$ cat src/rtl/uart_pkg.sv
// Shared UART definitions: frame geometry and receiver FSM state encoding.
// Imported by the receiver, the transmitter and the synchronizer users.
package uart_pkg;

  localparam int UART_OVERSAMPLE = 16;
  localparam int UART_DATA_WIDTH = 8;

  typedef enum logic [2:0] {
    RX_IDLE  = 3'd0,
    RX_START = 3'd1,
    RX_DATA  = 3'd2,
    RX_STOP  = 3'd3,
    RX_BREAK = 3'd4
  } rx_state_t;

endpackage

$ cat src/rtl/sync_2ff.sv
// Two-flop synchronizer for a single asynchronous input.
// The reset value is a parameter so idle-high lines do not glitch out of reset.
module sync_2ff #(
  parameter logic RESET_VAL = 1'b0
) (
  input  logic clk_i,
  input  logic rst_ni,
  input  logic d_i,
  output logic q_o
);

  logic meta_r;
  logic sync_r;

  // synchronizer flop chain
  always_ff @(posedge clk_i or negedge rst_ni) begin
    if (!rst_ni) begin
      meta_r <= RESET_VAL;
      sync_r <= RESET_VAL;
    end else begin
      meta_r <= d_i;
      sync_r <= meta_r;
    end
  end

  assign q_o = sync_r;

endmodule

$ cat src/rtl/uart_rx.sv
// UART receiver: 8N1 deserialiser timed by an oversample strobe, with a
// valid/ready byte output and framing-error / overrun pulses.
module uart_rx
  import uart_pkg::*;
#(
  parameter int DATA_WIDTH = UART_DATA_WIDTH,
  parameter int OVERSAMPLE = UART_OVERSAMPLE
) (
  input  logic                  clk_i,
  input  logic                  rst_ni,
  input  logic                  baud_en_i,
  input  logic                  rx_i,
  output logic [DATA_WIDTH-1:0] rx_data_o,
  output logic                  rx_valid_o,
  input  logic                  rx_ready_i,
  output logic                  frame_err_o,
  output logic                  overrun_o,
  output logic                  busy_o
);

  localparam int TW = $clog2(OVERSAMPLE);
  localparam int IW = $clog2(DATA_WIDTH);
  localparam logic [TW-1:0] HALF_LAST = TW'(OVERSAMPLE / 2 - 1);
  localparam logic [TW-1:0] FULL_LAST = TW'(OVERSAMPLE - 1);
  localparam logic [IW-1:0] LAST_BIT  = IW'(DATA_WIDTH - 1);

  logic                  rx_s;
  rx_state_t             state_r, state_s;
  logic [TW-1:0]         tick_cnt_r, tick_cnt_s;
  logic [IW-1:0]         bit_idx_r, bit_idx_s;
  logic [DATA_WIDTH-1:0] shift_r, shift_s;
  logic [DATA_WIDTH-1:0] rx_data_r, rx_data_s;
  logic                  rx_valid_r, rx_valid_s;
  logic                  frame_err_r, frame_err_s;
  logic                  overrun_r, overrun_s;
  logic                  done_s;

  sync_2ff #(.RESET_VAL(1'b1)) u_rx_sync (
    .clk_i  (clk_i),
    .rst_ni (rst_ni),
    .d_i    (rx_i),
    .q_o    (rx_s)
  );

  // next-state, counters and shifter; everything advances only on a baud tick
  always_comb begin
    state_s     = state_r;
    tick_cnt_s  = tick_cnt_r;
    bit_idx_s   = bit_idx_r;
    shift_s     = shift_r;
    done_s      = 1'b0;
    frame_err_s = 1'b0;
    if (baud_en_i) begin
      case (state_r)
        RX_IDLE: begin
          if (!rx_s) begin
            tick_cnt_s = {TW{1'b0}};
            state_s    = RX_START;
          end else begin
            state_s = RX_IDLE;
          end
        end
        RX_START: begin
          if (tick_cnt_r == HALF_LAST) begin
            if (!rx_s) begin
              tick_cnt_s = {TW{1'b0}};
              bit_idx_s  = {IW{1'b0}};
              state_s    = RX_DATA;
            end else begin
              state_s = RX_IDLE;
            end
          end else begin
            tick_cnt_s = tick_cnt_r + TW'(1);
          end
        end
        RX_DATA: begin
          if (tick_cnt_r == FULL_LAST) begin
            shift_s    = {rx_s, shift_r[DATA_WIDTH-1:1]};
            tick_cnt_s = {TW{1'b0}};
            if (bit_idx_r == LAST_BIT) begin
              state_s = RX_STOP;
            end else begin
              bit_idx_s = bit_idx_r + IW'(1);
            end
          end else begin
            tick_cnt_s = tick_cnt_r + TW'(1);
          end
        end
        RX_STOP: begin
          if (tick_cnt_r == FULL_LAST) begin
            tick_cnt_s = {TW{1'b0}};
            if (rx_s) begin
              done_s  = 1'b1;
              state_s = RX_IDLE;
            end else begin
              frame_err_s = 1'b1;
              state_s     = RX_BREAK;
            end
          end else begin
            tick_cnt_s = tick_cnt_r + TW'(1);
          end
        end
        RX_BREAK: begin
          if (rx_s) begin
            state_s = RX_IDLE;
          end else begin
            state_s = RX_BREAK;
          end
        end
        default: begin
          state_s = RX_IDLE;
        end
      endcase
    end else begin
      state_s = state_r;
    end
  end

  // byte handshake: a completion in the same cycle as a consume is not an overrun
  always_comb begin
    rx_data_s  = rx_data_r;
    rx_valid_s = rx_valid_r;
    overrun_s  = 1'b0;
    if (done_s) begin
      rx_data_s  = shift_r;
      rx_valid_s = 1'b1;
      overrun_s  = rx_valid_r & ~rx_ready_i;
    end else if (rx_valid_r && rx_ready_i) begin
      rx_valid_s = 1'b0;
    end else begin
      rx_valid_s = rx_valid_r;
    end
  end

  // state, datapath and output registers
  always_ff @(posedge clk_i or negedge rst_ni) begin
    if (!rst_ni) begin
      state_r     <= RX_IDLE;
      tick_cnt_r  <= {TW{1'b0}};
      bit_idx_r   <= {IW{1'b0}};
      shift_r     <= {DATA_WIDTH{1'b0}};
      rx_data_r   <= {DATA_WIDTH{1'b0}};
      rx_valid_r  <= 1'b0;
      frame_err_r <= 1'b0;
      overrun_r   <= 1'b0;
    end else begin
      state_r     <= state_s;
      tick_cnt_r  <= tick_cnt_s;
      bit_idx_r   <= bit_idx_s;
      shift_r     <= shift_s;
      rx_data_r   <= rx_data_s;
      rx_valid_r  <= rx_valid_s;
      frame_err_r <= frame_err_s;
      overrun_r   <= overrun_s;
    end
  end

  assign rx_data_o   = rx_data_r;
  assign rx_valid_o  = rx_valid_r;
  assign frame_err_o = frame_err_r;
  assign overrun_o   = overrun_r;
  assign busy_o      = (state_r != RX_IDLE);

endmodule

$ cat config.mk
export PLATFORM = sky130hd
export DESIGN_NAME = uart_rx
export DESIGN_NICKNAME = d
export VERILOG_FILES = /design/src/rtl/uart_pkg.sv /design/src/rtl/sync_2ff.sv /design/src/rtl/uart_rx.sv
export SDC_FILE = /design/constraint.sdc
export NUM_CORES = 1
export LEC_CHECK = 0
export ABC_AREA = 1
export CELL_PAD_IN_SITES_DETAIL_PLACEMENT = 1
export CELL_PAD_IN_SITES_GLOBAL_PLACEMENT = 1
export CORE_AREA = 2 2 64 66
export CTS_CLUSTER_DIAMETER = 120
export DETAILED_ROUTE_END_ITERATION = 6
export DIE_AREA = 0 0 66 68
export GPL_TIMING_DRIVEN = 0
export PLACE_DENSITY = 0.85
export SLEW_MARGIN = 20
export SYNTH_ARGS = -nofsm -noshare
export SYNTH_HDL_FRONTEND = slang
export SYNTH_SLANG_ARGS = --single-unit
$ cat constraint.sdc
create_clock -name clk_i -period 1.7 [get_ports clk_i]
set_input_delay 0.17 -clock clk_i [delete_from_list [all_inputs] [get_ports clk_i]]
set_output_delay 0.17 -clock clk_i [all_outputs]
set_load 0.02 [all_outputs]
==> implementation parameters <==
Parameter                              Value

Status
  Outcome    complete, no violations

Flow run
  Max-cap viol count    0

STA
  Worst slew pin tran    0.7162 ns
  Post-Route Setup TNS    0 ns
  Count of final hold-check violations    0
  Achievable Freq    0.6354 GHz
  Setup Viol. Count Final    0
  Final min period    1.574 ns
  Slew margin rel.    52.25%
  Final critical-path share of the clock period    92.58%
  Final Skew    0.006088 ns
  Number of pins with negative max-slew slack in the final report    0
  Unrepaired setup endpoints after global routing    false
  Smallest setup slack after layout    0.1261 ns

Cells and area
  Syn-to-layout area delta    24.06%
  Fill cell instance count of the final layout    476
  Net total in the final layout    206
  Area of all placed cells without fillers    1903 um^2
  Layout cell share with drive strength beyond 1    20.60%
  Ant diodes    0

CTS
  CTS sink count    31
  Bufs on Longest Clock Path    2
  Clk Tree Root Cell    sky130_fd_sc_hd__clkbuf_8
  Clk Latency, worst-skew pair    0.28 ns
  Clock buffers created by TritonCTS    5
  Number of H-tree branching levels    2
  Register clock-pin slew on the reported worst setup and hold paths    0.07 ns
  CTS tree    yes

Yosys
  Share of Yosys cell area claimed by the top area cell type    47.31%
  Instance count of the mapped netlist    173
  Number of synthesized register bits    31
  Top cell type by total area after synthesis    sky130_fd_sc_hd__dfrtp_1
  Combined area of all synthesized cells    1534 um^2
  Synth Warn #    0
  Fraction of the yosys area taken by sequential cells    50.73%
  Mean cell area of the mapped netlist    8.867 um^2
  Syn_nets    181
  Synth area leaders    sky130_fd_sc_hd__dfrtp_1, sky130_fd_sc_hd__nand2_1, sky130_fd_sc_hd__o21ai_2, sky130_fd_sc_hd__inv_1, sky130_fd_sc_hd__nand3_1
  Yosys cell types    24

Floorplan
  Floorplan die width    66 um
  IO Pins    17
  Starting Density    39.78%
  Number of standard-cell rows in the floorplan    23
  Die Footprint    4488 um^2
  Floorplan die height    68 um
  Core ar.    3856 um^2

Global route
  GRT Overall Usage    17.82%
  Busiest grt layer    met2
  Grt total ovfl    0
  Number of antenna violations at the first check in global routing    0
  M3 GR Usage    3.454%
  Met2 global-route usage    31.31%
  Maximum number of pins on one net before global-route repair    32
  Number of global-route vias before repair    1328
  Global routing usage on met1    20.82%
  First-pass GRT wire length    5899 um

Min path
  Worst Hold Class    input port to flip-flop

Worst setup path
  Library cell contributing the largest single delay on the critical path    sky130_fd_sc_hd__dfrtp_1
  Sort of element at the end of the critical path    output pin
  Crit path launch type    flip-flop
  CP arrival    1.40 ns
  Kind of critical path    flip-flop to output pin
  Maximum fanout along the worst path    10
  Crit path max-delay family    buffers and inverters
  Buffers and inverters on the worst path    2
  Critical path data required time    1.53 ns
  Chain of cells forming the critical path    buf_6 > nor2_2 > nand2_1 > dlygate4sd2_1
  Largest stage delay, worst path    0.42 ns

Power and ir drop
  Maximum VDD drop    0.7640 mV
  Leak pwr    0.8710 nW
  Total power per unit cell area    1279 nW/um^2

Placed design
  Standard cell area after detailed placement    1752 um^2
  Number of port buffers    16
  Worst setup slack before clock tree synthesis    0.01874 ns
  Placed wire-length estimate after detailed placement    2449 um
  Routability congestion estimate from global placement    0.7655

Detailed routing
  Pre-antenna DRT Iters    4
  Post-detailed-route count of antenna-violating nets    0
  Wire length reported by the detailed router    3466 um
  Via count    1240
  DRC viols    0
  Detailed-route wire length per cell    13.92 um
  Starting DRC count in detailed routing    18
  Per-cell via count in the routed design    4.980
-- state kept, by name (all words and copies together), names as in the netlist --
| name | cells |
|---|---|
| u_rx_sync.meta_r | 1 |
| overrun_o | 1 |
| tick_cnt_r | 4 |
| rx_valid_o | 1 |
| state_r | 3 |
| shift_r | 8 |
| bit_idx_r | 3 |
| rx_data_o | 8 |
| frame_err_o | 1 |
| u_rx_sync.q_o | 1 |
-- worst paths after layout --
path	start	end	slack, ns	cells after the start
max	state_r[0]	busy_o	0.13	4
min	rx_i	u_rx_sync.meta_r	0.29	1
max reg2reg	tick_cnt_r[0]	rx_data_o[4]	0.17	6
min reg2reg	u_rx_sync.meta_r	u_rx_sync.q_o	0.36	0
max in group asynchronous	rst_ni	rx_data_o[5]	0.77	2
min in group asynchronous	rst_ni	bit_idx_r[2]	0.47	2
-- worst register-to-register path: cells and delay by family, from the launching register on --
kind / cells / cell delay [ns]
flops: 1 / 0.39
fa+ha+maj: 1 / 0.23
compound gates: 1 / 0.14
simple gates: 3 / 0.49
buf+inv: 1 / 0.21
-- power by group --
group          internal, mW  switching, mW
combinational         0.256          0.495
sequential            0.820          0.113
clock                 0.474          0.276
-- synthesized netlist by cell type --
master,instances
sky130_fd_sc_hd__a21oi_1,3
sky130_fd_sc_hd__a31o_2,1
sky130_fd_sc_hd__a31oi_1,2
sky130_fd_sc_hd__buf_6,3
sky130_fd_sc_hd__dfrtp_1,29
sky130_fd_sc_hd__dfstp_2,2
sky130_fd_sc_hd__ha_1,3
sky130_fd_sc_hd__inv_1,20
sky130_fd_sc_hd__inv_2,2
sky130_fd_sc_hd__nand2_1,41
sky130_fd_sc_hd__nand2_2,1
sky130_fd_sc_hd__nand3_1,14
sky130_fd_sc_hd__nand3_2,1
sky130_fd_sc_hd__nand3_4,1
sky130_fd_sc_hd__nand4_1,3
sky130_fd_sc_hd__nand4_4,1
sky130_fd_sc_hd__nor2_1,18
sky130_fd_sc_hd__nor2_2,1
sky130_fd_sc_hd__nor2_4,2
sky130_fd_sc_hd__nor3_2,1
sky130_fd_sc_hd__o21ai_0,7
sky130_fd_sc_hd__o21ai_1,6
sky130_fd_sc_hd__o21ai_2,10
sky130_fd_sc_hd__xnor2_1,1
-- area by class of cell --
cell class              count  area, um^2  share of cell area [%]
clock inverters             2       35.03                   1.841
plain buffers               3       33.78                   1.775
multi-input cells         117       654.4                   34.39
inverters                  22       85.08                   4.471
clock buffers               6       82.58                   4.339
well taps                  50       62.56                   3.287
repair buffers             18       171.4                   9.007
flip-flops and latches     31       778.2                   40.89
-- through the flow --
stage / util, % / power (mW) / hold slack, ns / std cells
4_1_cts: 48.70 / 2.415 / 0.2851 / 248
3_5_place_dp: 45.43 / 1.658 / 0.2646 / 239
5_1_grt: 49.35 / 2.600 / 0.2963 / 249
2_1_floorplan: - / 1.441 / -0.1256 / 173
6_report: 49.35 / 2.433 / 0.2904 / 249
3_3_place_gp: 45.55 / 1.619 / 0.3453 / 239
-- cells by family (layout without fill, tap and decap cells) --
logic type / after synthesis / after routing / share of synthesized area [%]
buffers and inverters: 25 / 51 / 7.586
xor gates and xnor gates: 1 / 1 / 0.5711
DFF: 31 / 31 / 50.73
and+or+nand+nor: 84 / 84 / 26.35
AOI/OAI and AO/OA: 29 / 29 / 12.32
adders and majority gates: 3 / 3 / 2.447
-- layer usage --
| layer | part of all wire (%) | vias up |
|---|---|---|
| li1 | - | 608 |
| met1 | 42 | 603 |
| met2 | 53 | 20 |
| met3 | 2.5 | 9 |
| met4 | 2.6 | 0 |
| met5 | 0 | - |
-- timing repair --
| item | CTS | global route |
|---|---|---|
| setup buffers | 0 | 1 |
| endpoints found under the hold margin | 29 | 0 |
| pin swaps | 0 | 1 |
| cloned | 0 | 0 |
| resized for setup | 1 | 6 |
| setup endpoints to repair | 1 | 6 |
| hold buffers | 1 | 0 |
-- cell usage in the layout, fill, tap and decap left out --
cell type	n
sky130_fd_sc_hd__inv_1	20
sky130_fd_sc_hd__nand4_1	3
sky130_fd_sc_hd__ha_1	3
sky130_fd_sc_hd__nor2_4	2
sky130_fd_sc_hd__clkinv_2	1
sky130_fd_sc_hd__nand3_2	2
sky130_fd_sc_hd__buf_4	1
sky130_fd_sc_hd__inv_2	1
sky130_fd_sc_hd__buf_6	3
sky130_fd_sc_hd__a21oi_1	3
sky130_fd_sc_hd__bufinv_16	1
sky130_fd_sc_hd__o21ai_2	10
sky130_fd_sc_hd__dfstp_2	2
sky130_fd_sc_hd__a31o_2	1
sky130_fd_sc_hd__nand4_4	1
sky130_fd_sc_hd__clkbuf_8	6
sky130_fd_sc_hd__nand2_1	40
sky130_fd_sc_hd__o21ai_0	7
sky130_fd_sc_hd__nand3_4	1
sky130_fd_sc_hd__dlygate4sd3_1	1
sky130_fd_sc_hd__nor2_1	15
sky130_fd_sc_hd__clkdlybuf4s50_1	14
sky130_fd_sc_hd__xnor2_1	1
sky130_fd_sc_hd__dlygate4sd2_1	1
sky130_fd_sc_hd__dfrtp_1	29
sky130_fd_sc_hd__nand2_2	2
sky130_fd_sc_hd__nor3_2	1
sky130_fd_sc_hd__buf_2	1
sky130_fd_sc_hd__a31oi_1	2
sky130_fd_sc_hd__inv_4	1
sky130_fd_sc_hd__o21ai_1	6
sky130_fd_sc_hd__nand3_1	13
sky130_fd_sc_hd__nor2_2	4
Power figures use the tool's default switching activity.
